[src/rtl/weight_stream_loader.sv]
// Streams the flat weight ROM image into the ann weight port, one layer at a time,
// with a single bubble cycle between layers and a one-cycle done pulse at the end.
module weight_stream_loader #(
  parameter int DATA_WIDTH                    = 32,
  parameter int LAYER_WIDTH                   = 2,
  parameter int WEIGHT_COUNTER_WIDTH          = 11,
  parameter int NUMBER_OF_INPUT_NODE          = 2,
  parameter int NUMBER_OF_HIDDEN_NODE_LAYER_1 = 32,
  parameter int NUMBER_OF_HIDDEN_NODE_LAYER_2 = 32,
  parameter int NUMBER_OF_OUTPUT_NODE         = 3
) (
  input  logic                            clk,
  input  logic                            rst_n,
  input  logic                            i_start,
  output logic                            o_rom_en,
  output logic [WEIGHT_COUNTER_WIDTH-1:0] o_rom_addr,
  input  logic [DATA_WIDTH-1:0]           i_rom_data,
  output logic                            o_weight_valid,
  output logic [LAYER_WIDTH-1:0]          o_weight_layer,
  output logic [WEIGHT_COUNTER_WIDTH-1:0] o_weight_addr,
  output logic [DATA_WIDTH-1:0]           o_weight,
  output logic                            o_busy,
  output logic                            o_done
);

  localparam int L1_SIZE = NUMBER_OF_HIDDEN_NODE_LAYER_1 * (NUMBER_OF_INPUT_NODE + 1);
  localparam int L2_SIZE = NUMBER_OF_HIDDEN_NODE_LAYER_2 * (NUMBER_OF_HIDDEN_NODE_LAYER_1 + 1);
  localparam int L3_SIZE = NUMBER_OF_OUTPUT_NODE * (NUMBER_OF_HIDDEN_NODE_LAYER_2 + 1);

  localparam logic [WEIGHT_COUNTER_WIDTH-1:0] L1_LAST  = WEIGHT_COUNTER_WIDTH'(L1_SIZE - 1);
  localparam logic [WEIGHT_COUNTER_WIDTH-1:0] L2_LAST  = WEIGHT_COUNTER_WIDTH'(L2_SIZE - 1);
  localparam logic [WEIGHT_COUNTER_WIDTH-1:0] L3_LAST  = WEIGHT_COUNTER_WIDTH'(L3_SIZE - 1);
  localparam logic [WEIGHT_COUNTER_WIDTH-1:0] ADDR_ONE = WEIGHT_COUNTER_WIDTH'(1);
  localparam logic [WEIGHT_COUNTER_WIDTH-1:0] ADDR_ZERO = WEIGHT_COUNTER_WIDTH'(0);

  localparam logic [LAYER_WIDTH-1:0] LAYER_IDLE = LAYER_WIDTH'(2'b00);
  localparam logic [LAYER_WIDTH-1:0] LAYER_H1   = LAYER_WIDTH'(2'b01);
  localparam logic [LAYER_WIDTH-1:0] LAYER_H2   = LAYER_WIDTH'(2'b10);
  localparam logic [LAYER_WIDTH-1:0] LAYER_OUT  = LAYER_WIDTH'(2'b11);

  typedef enum logic [2:0] {
    IDLE     = 3'd0,
    LOAD_L1  = 3'd1,
    GAP_1    = 3'd2,
    LOAD_L2  = 3'd3,
    GAP_2    = 3'd4,
    LOAD_OUT = 3'd5,
    DONE     = 3'd6
  } state_t;

  state_t                          state_r;
  logic [WEIGHT_COUNTER_WIDTH-1:0] layer_addr_r;
  logic [LAYER_WIDTH-1:0]          fetch_layer_s;

  // Layer code of the word currently being fetched from the ROM.
  always_comb begin
    fetch_layer_s = LAYER_IDLE;
    case (state_r)
      LOAD_L1:  fetch_layer_s = LAYER_H1;
      LOAD_L2:  fetch_layer_s = LAYER_H2;
      LOAD_OUT: fetch_layer_s = LAYER_OUT;
      default:  fetch_layer_s = LAYER_IDLE;
    endcase
  end

  // Sequencer plus the one-stage beat pipeline that lines address/layer up with ROM data.
  always_ff @(posedge clk) begin
    if (!rst_n) begin
      state_r        <= IDLE;
      layer_addr_r   <= ADDR_ZERO;
      o_rom_en       <= 1'b0;
      o_rom_addr     <= ADDR_ZERO;
      o_weight_valid <= 1'b0;
      o_weight_layer <= LAYER_IDLE;
      o_weight_addr  <= ADDR_ZERO;
      o_weight       <= {DATA_WIDTH{1'b0}};
      o_busy         <= 1'b0;
      o_done         <= 1'b0;
    end else begin
      o_done         <= 1'b0;
      o_weight_valid <= o_rom_en;
      if (o_rom_en) begin
        o_weight       <= i_rom_data;
        o_weight_addr  <= layer_addr_r;
        o_weight_layer <= fetch_layer_s;
      end else if (state_r == DONE) begin
        o_weight_layer <= LAYER_IDLE;
      end else begin
        o_weight_layer <= o_weight_layer;
      end

      case (state_r)
        IDLE: begin
          if (i_start) begin
            state_r      <= LOAD_L1;
            o_rom_en     <= 1'b1;
            o_rom_addr   <= ADDR_ZERO;
            layer_addr_r <= ADDR_ZERO;
            o_busy       <= 1'b1;
          end
        end
        LOAD_L1: begin
          if (layer_addr_r == L1_LAST) begin
            state_r  <= GAP_1;
            o_rom_en <= 1'b0;
          end else begin
            o_rom_addr   <= o_rom_addr + ADDR_ONE;
            layer_addr_r <= layer_addr_r + ADDR_ONE;
          end
        end
        GAP_1: begin
          state_r      <= LOAD_L2;
          o_rom_en     <= 1'b1;
          o_rom_addr   <= o_rom_addr + ADDR_ONE;
          layer_addr_r <= ADDR_ZERO;
        end
        LOAD_L2: begin
          if (layer_addr_r == L2_LAST) begin
            state_r  <= GAP_2;
            o_rom_en <= 1'b0;
          end else begin
            o_rom_addr   <= o_rom_addr + ADDR_ONE;
            layer_addr_r <= layer_addr_r + ADDR_ONE;
          end
        end
        GAP_2: begin
          state_r      <= LOAD_OUT;
          o_rom_en     <= 1'b1;
          o_rom_addr   <= o_rom_addr + ADDR_ONE;
          layer_addr_r <= ADDR_ZERO;
        end
        LOAD_OUT: begin
          if (layer_addr_r == L3_LAST) begin
            state_r  <= DONE;
            o_rom_en <= 1'b0;
          end else begin
            o_rom_addr   <= o_rom_addr + ADDR_ONE;
            layer_addr_r <= layer_addr_r + ADDR_ONE;
          end
        end
        // The last beat leaves the pipeline during this state.
        DONE: begin
          state_r <= IDLE;
          o_busy  <= 1'b0;
          o_done  <= 1'b1;
        end
        default: begin
          state_r  <= IDLE;
          o_rom_en <= 1'b0;
          o_busy   <= 1'b0;
        end
      endcase
    end
  end

endmodule

[config.mk]
export PLATFORM = sky130hd
export DESIGN_NAME = weight_stream_loader
export DESIGN_NICKNAME = d
export VERILOG_FILES = /design/src/rtl/weight_stream_loader.sv
export SDC_FILE = /design/constraint.sdc
export NUM_CORES = 1
export LEC_CHECK = 0
export ABC_AREA = 0
export ABC_CLOCK_PERIOD_IN_PS = 3600
export CAP_MARGIN = 10
export CORE_MARGIN = 2
export CORE_UTILIZATION = 45
export DETAILED_ROUTE_END_ITERATION = 10
export PLACE_DENSITY = 0.76
export SETUP_SLACK_MARGIN = 0.4
export SLEW_MARGIN = 20
export SYNTH_ARGS = -nofsm -noshare
export SYNTH_HDL_FRONTEND = slang
export SYNTH_SLANG_ARGS = --single-unit
[constraint.sdc]
create_clock -name clk -period 3.6 [get_ports clk]
set_input_delay 0.72 -clock clk [delete_from_list [all_inputs] [get_ports clk]]
set_output_delay 0.72 -clock clk [all_outputs]
set_load 0.01 [all_outputs]
# Word-level counts from Yosys, hierarchy flattened
# Index checks and enable logic that the tools add are counted.
# word_totals
wordCells	63
reg_bits	74
# op_classes
mux	24
reduce_logical	9
bitwise_logic	2
n_addsub	2
n_eq_ne	16
# op_table
op	n
case mux 11 bit (5 select lines)	2
two-way mux 11 bit	7
adder 11 x 1 -> 11 bit (second input constant)	2
equality test 11 x 7 -> 1 bit (second input constant)	2
case mux 3 bit (6 select lines)	1
inequality test 2 bit (second input constant)	7
two-way mux 3 bit	4
equality test 11 bit (second input constant)	1
AND reduction 5 bit	2
equality test 3 bit (second input constant)	3
equality test 3 x 2 -> 1 bit (second input constant)	2
case mux 1 bit (6 select lines)	1
case mux 2 bit (3 select lines)	1
two-way mux 1 bit	5
nonzero test 5 bit	1
OR reduction 5 bit	1
two-way mux 2 bit	2
AND reduction 4 bit	1
equality test 3 x 1 -> 1 bit (second input constant)	1
logical NOT 3 bit	1
NOT 1 bit	2
case mux 1 bit (2 select lines)	1
AND reduction 2 bit	1
nonzero test 2 bit	1
OR reduction 2 bit	1

# Logic depth before layout (Yosys ltp)
# logic_depth
word_depth	4
depth_mapped	9
ltp_nobuf	7

# Least setup slack after synthesis
# No wires, ideal clock.
# synth_timing
path_kind	flip-flop to flip-flop
start	reg layer_addr_r[5]
end	reg layer_addr_r[5]
path_stages_with_launch	8
required_time_ns	3.484
path_slack_ns	1.568
period_less_slack_ns	2.032
arrival_time_ns	1.917
setup_time_ns	0.116
cell_sequence	dfxtp_1 -> buf_6 -> or4_4 -> o41a_1 -> o21ai_4 -> buf_6 -> nor3_1 -> a31o_1
# synth_via
elab_chain_cells	3
word_cells_on_any_way	12
# synth_rtl
element	line_no	text
start: declaration	52	logic [WEIGHT_COUNTER_WIDTH-1:0] layer_addr_r;
start signal: assignment	108	layer_addr_r <= layer_addr_r + ADDR_ONE;
start signal: assignment	123	layer_addr_r <= layer_addr_r + ADDR_ONE;
start signal: assignment	138	layer_addr_r <= layer_addr_r + ADDR_ONE;
adder 11 x 1 -> 11 bit, or another cell as far along	108, 123, 138	
two-way mux 11 bit, or another cell as far along	133	if (layer_addr_r == L3_LAST) begin
case mux 11 bit (5 select lines) or AND reduction 5 bit (tied branches)	n/a	
# Several ways; a longest one is shown, not always the timed one. The select of a mux whose other input is x is not followed.
# A chain may end at the register's enable or synchronous reset.

# Worst setup path after layout
# layout_timing
start	reg layer_addr_r[1]
end	reg o_rom_addr[4]
# layout_via
elab_chain_cells	3
word_cells_on_any_way	7
# layout_rtl
element	line_no	text
equality test 11 x 7 -> 1 bit, or another cell as far along	133	
inequality test 2 bit (no line)	n/a	
AND reduction 5 bit (no line) *	n/a	
end signal: assignment	122	o_rom_addr <= o_rom_addr + ADDR_ONE;
end signal: assignment	129	o_rom_addr <= o_rom_addr + ADDR_ONE;
end signal: assignment	137	o_rom_addr <= o_rom_addr + ADDR_ONE;
end: declaration	16	output logic [WEIGHT_COUNTER_WIDTH-1:0] o_rom_addr,
# Every way passes the cells marked *; elsewhere a longest branch is shown, timed or not.

==> metrics.log <==
INFO  metric outcome = finished, final reports clean
INFO  metric total_power = 0.00196 W
INFO  metric slew-limit-headroom = 47.7%
INFO  metric ys_seq_area_share = 45.1%
INFO  metric ys_top_cells_by_count = sky130_fd_sc_hd__dfxtp_1 (74), sky130_fd_sc_hd__nor2_1 (69), sky130_fd_sc_hd__mux2i_1 (44)
INFO  metric cp_max_fo = 14
INFO  metric postCtsSetupRepairBufs = 0
INFO  metric gr-total-overflow = 0
INFO  metric power-per-cell-area = 436 nW/um2
INFO  metric syn_inst = 363
INFO  metric numCtsBuffers = 9
INFO  metric synthesis.area_per_instance = 9.05 um2
INFO  metric most_instantiated_library_cell_after_synthesis = sky130_fd_sc_hd__dfxtp_1
INFO  metric drt-pass1-iter-count = 4
INFO  metric timing.final.crit_share = 71.2%
INFO  metric fin_cells = 552
INFO  metric antenna_cells = 0
INFO  metric route.detailed.wl_per_inst = 14.4 um
INFO  metric design.core.area = 7180 um2
INFO  metric synth.distinct_cells = 45
INFO  metric antenna_left = 0
INFO  metric grt_start_max_net_pins = 50
INFO  metric max_cap_viol_count = 0
INFO  metric flow.area_growth_from_synthesis = 36.9%
INFO  metric syn_area = 3290 um2
INFO  metric cell_with_the_biggest_individual_delay_on_the_critical_path = sky130_fd_sc_hd__dfxtp_1
INFO  metric drc = 0
INFO  metric timing.final.setup_violations = 0
INFO  metric ir_drop = 220 uV
INFO  metric timing.final.hold_violations = 0
INFO  metric post-dp-hpwl = 5360 um
INFO  metric multi_input_area = 1650 um2
INFO  metric cts.root.buffer_cell = sky130_fd_sc_hd__clkbuf_8
INFO  metric synthesized_netlist_net_count = 401
INFO  metric fmax = 390 MHz
INFO  metric fill_cell_count = 623
INFO  metric required = 3.84 ns
INFO  metric yosys.area.top_type = sky130_fd_sc_hd__dfxtp_1
INFO  metric grt_usage = 20.9%
INFO  metric first_iteration_detailed_routing_drc_count = 240
INFO  metric post_cts_resize_count = 0
INFO  metric clock_latency = 0.34 ns
INFO  metric synth_top_area_share = 45.1%
INFO  metric timing_worst_slew_pin_value = 0.784 ns
INFO  metric design.die.area = 8000 um2
INFO  metric crit_arrival = 2.80 ns
INFO  metric clkSinkCount = 74
INFO  metric timing.clock.skew = 0.00857 ns
INFO  metric clk_pin_slew = 0.08 ns
INFO  metric rsz0062_at_grt = false
INFO  metric synth.area.top_cells = sky130_fd_sc_hd__dfxtp_1 (45%), sky130_fd_sc_hd__mux2i_1 (13%), sky130_fd_sc_hd__nor2_1 (7.9%), sky130_fd_sc_hd__nand2_1 (2.2%), sky130_fd_sc_hd__a21oi_1 (2.1%)
INFO  metric ctsHtreeMaxLevel = 3
INFO  metric cp_slowest_stage_delay = 0.45 ns
INFO  metric grt_pass1_wl = 13200 um
INFO  metric synthFlopType = sky130_fd_sc_hd__dfxtp_1
INFO  metric crit_path_cell_trace = ha_1, or4b_1, nor4_1, o21a_1, buf_4, nor3_1, a31o_2
INFO  metric power_leakage = 1.67 nW
INFO  metric hold_buffers = 0
INFO  metric initial_antenna_violation_count = 0
INFO  metric finalCriticalPeriod = 2.56 ns
INFO  metric maxSlewViolCount = 0
INFO  metric min_path_type = reg -> reg
INFO  metric nNetsFinal = 486
INFO  metric place.gp.congestion = 0.796
INFO  metric die_height = 89.5 um
INFO  metric worstSetupStartpointType = flip-flop
INFO  metric seqCellArea = 1480 um2
INFO  metric route.vias.total = 2947
INFO  metric numPortBuffers = 94
INFO  metric critical_path_class = reg -> reg
INFO  metric place_inst = 536
INFO  metric ioPinCount = 95
INFO  metric initial_core_util = 45.8%
INFO  metric async_reset_ff_share = 0%
INFO  metric grt_pass1_vias = 2745
INFO  metric layout_cell_share_with_drive_strength_beyond_1 = 6.84%
INFO  metric critical_path.endpoint_type = flip-flop
INFO  metric totalWireLength = 7970 um
INFO  metric num_rows = 31
INFO  metric synth_warnings = 0
INFO  metric setup_tns_after_final_layout = 0 ns
INFO  metric cts.path.max_buffers = 2
INFO  metric tritoncts_clock_tree = built
INFO  metric number_of_synthesized_flops_with_an_enable_pin = 0
INFO  metric synth_seq_cells = 74
INFO  metric route.detailed.vias_per_inst = 5.34
INFO  metric die_x = 89.5 um
per-layer routing:
layer	GRT usage [%]	wire (um)	up-vias
met2	33.2	3770	86
met3	3.14	375	12
met1	29.0	3720	1367
li1	-	-	1482
met4	6.92	99	0
met5	0	0	-
worst max-delay path: cells and delay by family (launching register included):
family          cells  cell delay (ns)
fa+ha+maj           1             0.19
simple gates        3             0.91
compound gates      2             0.65
flops               1             0.45
buf+inv             1             0.26
where the power goes:
part	internal [W]	switching, W	leakage [nW]
Combinational	0.000166	0.000153	0.949
Clock	0.000457	0.000302	0.120
Sequential	0.000857	0.0000265	0.602
final timing paths:
path                                         from                 to  slack [ns]  cells past startpoint
worst min-delay path            o_weight_layer[1]  o_weight_layer[1]        0.49                      2
worst max register to register    layer_addr_r[1]      o_rom_addr[4]        1.04                      7
worst min register to register  o_weight_layer[1]  o_weight_layer[1]        0.49                      2
worst max-delay path              layer_addr_r[1]      o_rom_addr[4]        1.04                      7
through the flow:
step / util (%) / setup slack (ns) / instance area (um2) / hold WS (ns)
global route: 62.7 / 0.901 / 4500 / 0.521
global placement: 59.4 / 1.02 / 4270 / 0.471
CTS: 62.7 / 1.08 / 4500 / 0.490
finish: 62.7 / 1.04 / 4500 / 0.486
detailed placement: 59.4 / 1.01 / 4270 / 0.480
floorplan: - / 1.57 / 3290 / 0.496
logic make-up (layout without fill, tap and decap cells):
| kind of cell | count (synthesis) | in the layout | share of synthesized area [%] |
|---|---|---|---|
| buf+inv | 30 | 120 | 4.72 |
| fa+ha+maj | 3 | 3 | 1.14 |
| mux | 44 | 44 | 13.4 |
| simple gates | 143 | 143 | 20.6 |
| compound gates | 69 | 69 | 15.1 |
| flops | 74 | 74 | 45.1 |
cells in the final DEF (no fill, tap or decap), types with 5 or more instances in the layout:
cell type	synthesis	layout
sky130_fd_sc_hd__o41ai_1	6	6
sky130_fd_sc_hd__nor3_1	9	9
sky130_fd_sc_hd__clkbuf_8	0	9
sky130_fd_sc_hd__clkdlybuf4s50_1	0	94
sky130_fd_sc_hd__dfxtp_1	74	73
sky130_fd_sc_hd__a31oi_1	6	6
sky130_fd_sc_hd__nand3_1	10	10
sky130_fd_sc_hd__nand2_1	19	19
sky130_fd_sc_hd__nand4_1	8	8
sky130_fd_sc_hd__o21ai_0	11	11
sky130_fd_sc_hd__nor2_1	69	69
sky130_fd_sc_hd__mux2i_1	44	44
sky130_fd_sc_hd__a21oi_1	14	14
sky130_fd_sc_hd__and3_1	5	5
flip-flops by register name, summed over array words and instances, names as in the netlist:
| register | count |
|---|---|
| o_weight_layer | 2 |
| o_weight | 32 |
| o_rom_addr | 11 |
| layer_addr_r | 11 |
| o_rom_en | 1 |
| o_weight_addr | 11 |
| o_done | 1 |
| o_busy | 1 |
| state_r | 3 |
| o_weight_valid | 1 |
cell type report:
type | count | share of cell area (%)
clock inverter | 6 | 2.34
timing repair buffer | 99 | 22.0
multi-input combinational | 259 | 36.7
clock buffer | 10 | 2.84
inverter | 5 | 0.417
sequential | 74 | 33.0
tap | 99 | 2.75
Note: power is estimated with default switching activity, not from simulation.
